===== config.mk =====
export PLATFORM = sky130hd
export DESIGN_NAME = program_loader
export DESIGN_NICKNAME = d
export VERILOG_FILES = /design/src/rtl/program_loader.sv
export SDC_FILE = /design/constraint.sdc
export NUM_CORES = 1
export LEC_CHECK = 0
export ABC_AREA = 1
export CAP_MARGIN = 20
export CORE_ASPECT_RATIO = 1.5
export CORE_UTILIZATION = 40
export CTS_CLUSTER_DIAMETER = 40
export DETAILED_ROUTE_END_ITERATION = 10
export REMOVE_ABC_BUFFERS = 1
export SLEW_MARGIN = 20
export SYNTH_ARGS = -nofsm -noshare
export SYNTH_HDL_FRONTEND = slang
export SYNTH_SLANG_ARGS = --single-unit
export TNS_END_PERCENT = 50

===== constraint.sdc =====
create_clock -name clk_i -period 3.1 [get_ports clk_i]
set_clock_uncertainty 0.05 [all_clocks]
set_input_delay 0.465 -clock clk_i [delete_from_list [all_inputs] [get_ports clk_i]]
set_output_delay 0.465 -clock clk_i [all_outputs]
set_load 0.01 [all_outputs]

===== src/rtl/program_loader.sv =====
// program_loader: boot-time byte-stream loader that fills instruction memory and releases the CPU
module program_loader #(
    parameter int unsigned MAX_WORDS = 256,
    parameter int unsigned TIMEOUT   = 1000,
    parameter logic [31:0] BASE_ADDR = 32'd0
) (
    input  logic        clk_i,
    input  logic        rst_i,
    input  logic        byte_valid_i,
    input  logic [7:0]  byte_data_i,
    output logic        byte_ready_o,
    output logic        ins_we_o,
    output logic [31:0] ins_addr_o,
    output logic [31:0] ins_data_o,
    output logic [31:0] pc_value_o,
    output logic        cpu_rst_o,
    output logic        done_o,
    output logic        error_o
);
    typedef enum logic [2:0] {S_IDLE, S_HDR, S_DATA, S_WRITE, S_CHECK, S_DONE, S_ERROR} state_t;
    state_t      state_q, state_d;
    logic [2:0]  cnt_q;
    logic [39:0] shift_q;
    logic [7:0]  xor_q;
    logic [31:0] timer_q;
    logic [15:0] idx_q, n_q;
    logic [31:0] pc_q, addr_q, data_q;
    logic        accept, in_frame, timed_out;
    logic [15:0] n_new;
    assign accept    = byte_valid_i && byte_ready_o;
    assign in_frame  = state_q == S_HDR || state_q == S_DATA || state_q == S_CHECK;
    assign timed_out = in_frame && !accept && timer_q == TIMEOUT - 1;
    assign n_new     = {shift_q[7:0], byte_data_i};
    // state and datapath registers; the header shift register keeps PC in [39:8] until N completes
    always_ff @(posedge clk_i) begin
        if (rst_i) begin
            state_q <= S_IDLE;
            cnt_q   <= '0;
            shift_q <= '0;
            xor_q   <= '0;
            timer_q <= '0;
            idx_q   <= '0;
            n_q     <= '0;
            pc_q    <= '0;
            addr_q  <= '0;
            data_q  <= '0;
        end else begin
            state_q <= state_d;
            timer_q <= accept ? 32'd0 : in_frame ? timer_q + 32'd1 : timer_q;
            if (accept) begin
                shift_q <= {shift_q[31:0], byte_data_i};
                xor_q   <= xor_q ^ byte_data_i;
                cnt_q   <= ((state_q == S_HDR && cnt_q == 3'd5) || (state_q == S_DATA && cnt_q == 3'd3)) ? 3'd0 : cnt_q + 3'd1;
            end
            if (state_q == S_HDR && state_d == S_DATA) begin
                pc_q <= shift_q[39:8];
                n_q  <= n_new;
            end
            if (state_q == S_DATA && state_d == S_WRITE) begin
                addr_q <= BASE_ADDR + {14'b0, idx_q, 2'b00};
                data_q <= {shift_q[23:0], byte_data_i};
            end
            if (state_q == S_WRITE)
                idx_q <= idx_q + 16'd1;
        end
    end
    // next-state decode; an accepted byte always beats the idle timeout
    always_comb begin
        state_d = state_q;
        if (timed_out)
            state_d = S_ERROR;
        else
            case (state_q)
                S_IDLE:  state_d = accept ? S_HDR : S_IDLE;
                S_HDR:   if (accept && cnt_q == 3'd5)
                             state_d = (n_new == 16'd0 || 32'(n_new) > MAX_WORDS) ? S_ERROR : S_DATA;
                S_DATA:  state_d = (accept && cnt_q == 3'd3) ? S_WRITE : S_DATA;
                S_WRITE: state_d = idx_q == n_q - 16'd1 ? S_CHECK : S_DATA;
                S_CHECK: if (accept) state_d = byte_data_i == xor_q ? S_DONE : S_ERROR;
                default: state_d = state_q;
            endcase
    end
    // outputs decoded from the registered state
    always_comb begin
        byte_ready_o = in_frame || state_q == S_IDLE;
        ins_we_o     = state_q == S_WRITE;
        ins_addr_o   = addr_q;
        ins_data_o   = data_q;
        pc_value_o   = pc_q;
        cpu_rst_o    = state_q != S_DONE;
        done_o       = state_q == S_DONE;
        error_o      = state_q == S_ERROR;
    end
endmodule


==> impl_metrics.tcl <==
set metrics [dict create \
    clock-sinks 198 \
    routedWlPerCell_um 13.82 \
    use_met2_pct 37.16 \
    worst_hold_path_type "flip-flop to flip-flop" \
    hold_path_end "ins_addr_o[3]" \
    drive_above_1_share_pct 4.443 \
    die_w_um 123.8 \
    r2r_cells 10 \
    reg2reg_slack_ns 0.68 \
    hold_violations 0 \
    internal-power_uw 4211 \
    path_buf_inv 2 \
    fp.dieH_um 184.7 \
    cts_tree "done" \
    grt_overflow 0 \
    syn-instance-count 1282 \
    core_area_um2 21720 \
    initial_core_util_pct 40.96 \
    nFillCells 2244 \
    hold_slack_ns 0.4033 \
    hpwl_um 16400 \
    ys_ff_latch 198 \
    num_vias 8006 \
    numCtsBuffers 17 \
    layout_common_cells "255 x nor2_1, 244 x nand2_1, 198 x dfxtp_1, 169 x inv_1" \
    synth_top_area_cell "dfxtp_1" \
    power_frac_seq_pct 46.6 \
    cts_root_buf "clkbuf_16" \
    worst_pin_slew_ns 0.6216 \
    power.density_nw_per_um2 540.3 \
    dp.cells 1613 \
    grt.total_usage_pct 20.61 \
    grt_max_degree 64 \
    final_nets 1377 \
    first_global_vias 7606 \
    worstPathRequired_ns 2.58 \
    arrival_ns 2.01 \
    ys_warn_count 0 \
    clkLatencyLatePin_ns 0.44 \
    drt_pass1_iterations 5 \
    fin_crit_sh_pct 81.37 \
    rsz0062_at_grt "no" \
    grt_busiest_layer "met2" \
    worstSetupPathType "flip-flop to output pin" \
    ioPinCount 112 \
    layoutNonFillerInstCount 1645 \
    crit_family "buffers and inverters" \
    period_needed_ns 2.523 \
    clockPowerShare_pct 40.4 \
    grt_util_met1_pct 22.04 \
    cap_violations 0 \
    layout_commonest_cell "nor2_1" \
    register_area_um2 3964 \
    end_kind "output pin" \
    grtUsageMet3_pct 5.198 \
    synth_top_area_share_pct 44.56 \
    yosysUniqueCellTypes 35 \
    p_comb_share_pct 13.1 \
    r2r_end "timer_q[21]" \
    postCtsHoldBufs 0 \
    drc 0 \
    worstReg2RegStart "state_q[2]" \
    ys_seq_area_share_pct 44.56 \
    clockBufferDepth 2 \
    drv_slew 0 \
    post_cts_buffers 0 \
    start_kind "flip-flop" \
    relSlewSlack_pct 58.56 \
    io_buffers 95 \
    fp-row-count 66 \
    cp_max_fo 8 \
    clock.fmax_ghz 0.3964 \
    postSynthAreaPerCell_um2 6.939 \
    max_stage_delay_ns 0.57 \
    outcome "complete, no violations" \
    clkTransAtPathRegs_ns 0.07 \
    p_sw_share_pct 27.16 \
    irDropWorstVdd_mv 0.4035 \
    switchingPower_uw 1570 \
    antenna_cells 0 \
    p_leak_uw 0.004431 \
    synth_area_leaders "dfxtp_1 45%, nor2_1 11%, nand2_1 10%, inv_1 7.1%, a21oi_1 5.3%" \
    holdPathStages 2 \
    power.total_uw 5780 \
    slowest_stage "clkdlybuf4s50_1" \
    drtIter0Drc 365 \
    die_area_um2 22850 \
    antenna_found_initial 0 \
    layout-area-overhead-vs-synth_pct 20.25 \
    min-delay-start "ins_addr_o[3]" \
    multiInputGateArea_um2 4021 \
    wl_um 22730 \
    crit_chain "nand3_1, inv_1, clkdlybuf4s50_1" \
    cts.repair.resized 0 \
    via_per_inst 4.867 \
    setup_viol 0 \
    grt_first_pass_wirelength_um 36340 \
    antenna_left 0 \
    routabilityCongestion 0.9211 \
    netlist_area_um2 8896 \
    h-tree-depth 4 \
]
cells in the mapped netlist (all sizes together):
master / count
xor2: 23
nor2: 257
conb: 1
a22oi: 1
a31oi: 1
xnor3: 1
nand3b: 3
xnor2: 13
dfxtp: 198
and3: 2
o21a: 1
o32ai: 2
nor3b: 4
ha: 6
nor3: 19
clkinv: 1
or2: 1
inv: 172
buf: 30
o21ai: 30
a21oi: 94
nand3: 73
nand4: 19
nor4: 9
clkbuf: 35
o31ai: 1
nand2: 247
o22ai: 38
power by group through the flow:
| stage | clock [uW] | combinational, uW | sequential [uW] |
|---|---|---|---|
| 2_1_floorplan | 0 | 467 | 2750 |
| 3_3_place_gp | 0 | 752 | 2750 |
| 3_5_place_dp | 0 | 759 | 2750 |
| 4_1_cts | 2390 | 763 | 2690 |
| 5_1_grt | 2490 | 856 | 2700 |
| 6_report | 2330 | 756 | 2690 |
how the worst max path moves through the flow:
stage,cells past startpoint,startpoint,end
after detailed placement,14,byte_data_i[4],pc_value_o[6]
after global routing,3,state_q[0],ins_we_o
after CTS,3,state_q[0],ins_we_o
after global placement,14,byte_data_i[4],pc_value_o[25]
final,3,state_q[0],ins_we_o
after floorplan,5,cnt_q[0],ins_addr_o[3]
cell families after synthesis:
family	synth area share [%]
AND/OR/NAND/NOR	29.58
adder cells (fa/ha/maj)	0.8439
AO/OA/AOI/OAI	10.17
buffers and inverters	11.01
other	0.04215
XOR/XNOR	3.797
flip-flops	44.56
layer usage:
layer,part of all wire [%],vias up
li1,-,4177
met1,41,3631
met2,51,157
met3,4.5,41
met4,3.1,0
met5,0,-
layout make-up:
class | count | area share, %
multi-input cells | 861 | 37.59
flip-flops and latches | 198 | 37.05
repair buffers | 109 | 10.29
inverters | 173 | 6.070
clock buffers | 18 | 4.012
well taps | 272 | 3.181
clock inverters | 14 | 1.801
state kept, by name, indices dropped and copies added (netlist names):
register    count
shift_q        40
n_q            16
state_q         3
xor_q           8
ins_data_o     32
ins_addr_o     16
timer_q        32
pc_value_o     32
idx_q          16
cnt_q           3
worst min-delay path: stages, from the launching register on:
cell and delay [ns]:
dfxtp_1 0.31, inv_1 0.05, a21oi_1 0.05
metrics by stage:
stage	area, um2	utilization, %	setup WS, ns	setup TNS (ns)
global route	10700	49.26	0.4518	0
floorplan	8622	-	-0.03326	-0.03326
detailed placement	10080	46.39	0.4590	0
CTS	10700	49.26	0.5365	0
finish	10700	49.26	0.5774	0
global placement	10080	46.39	0.5014	0
(Power assumes the default switching activity.)
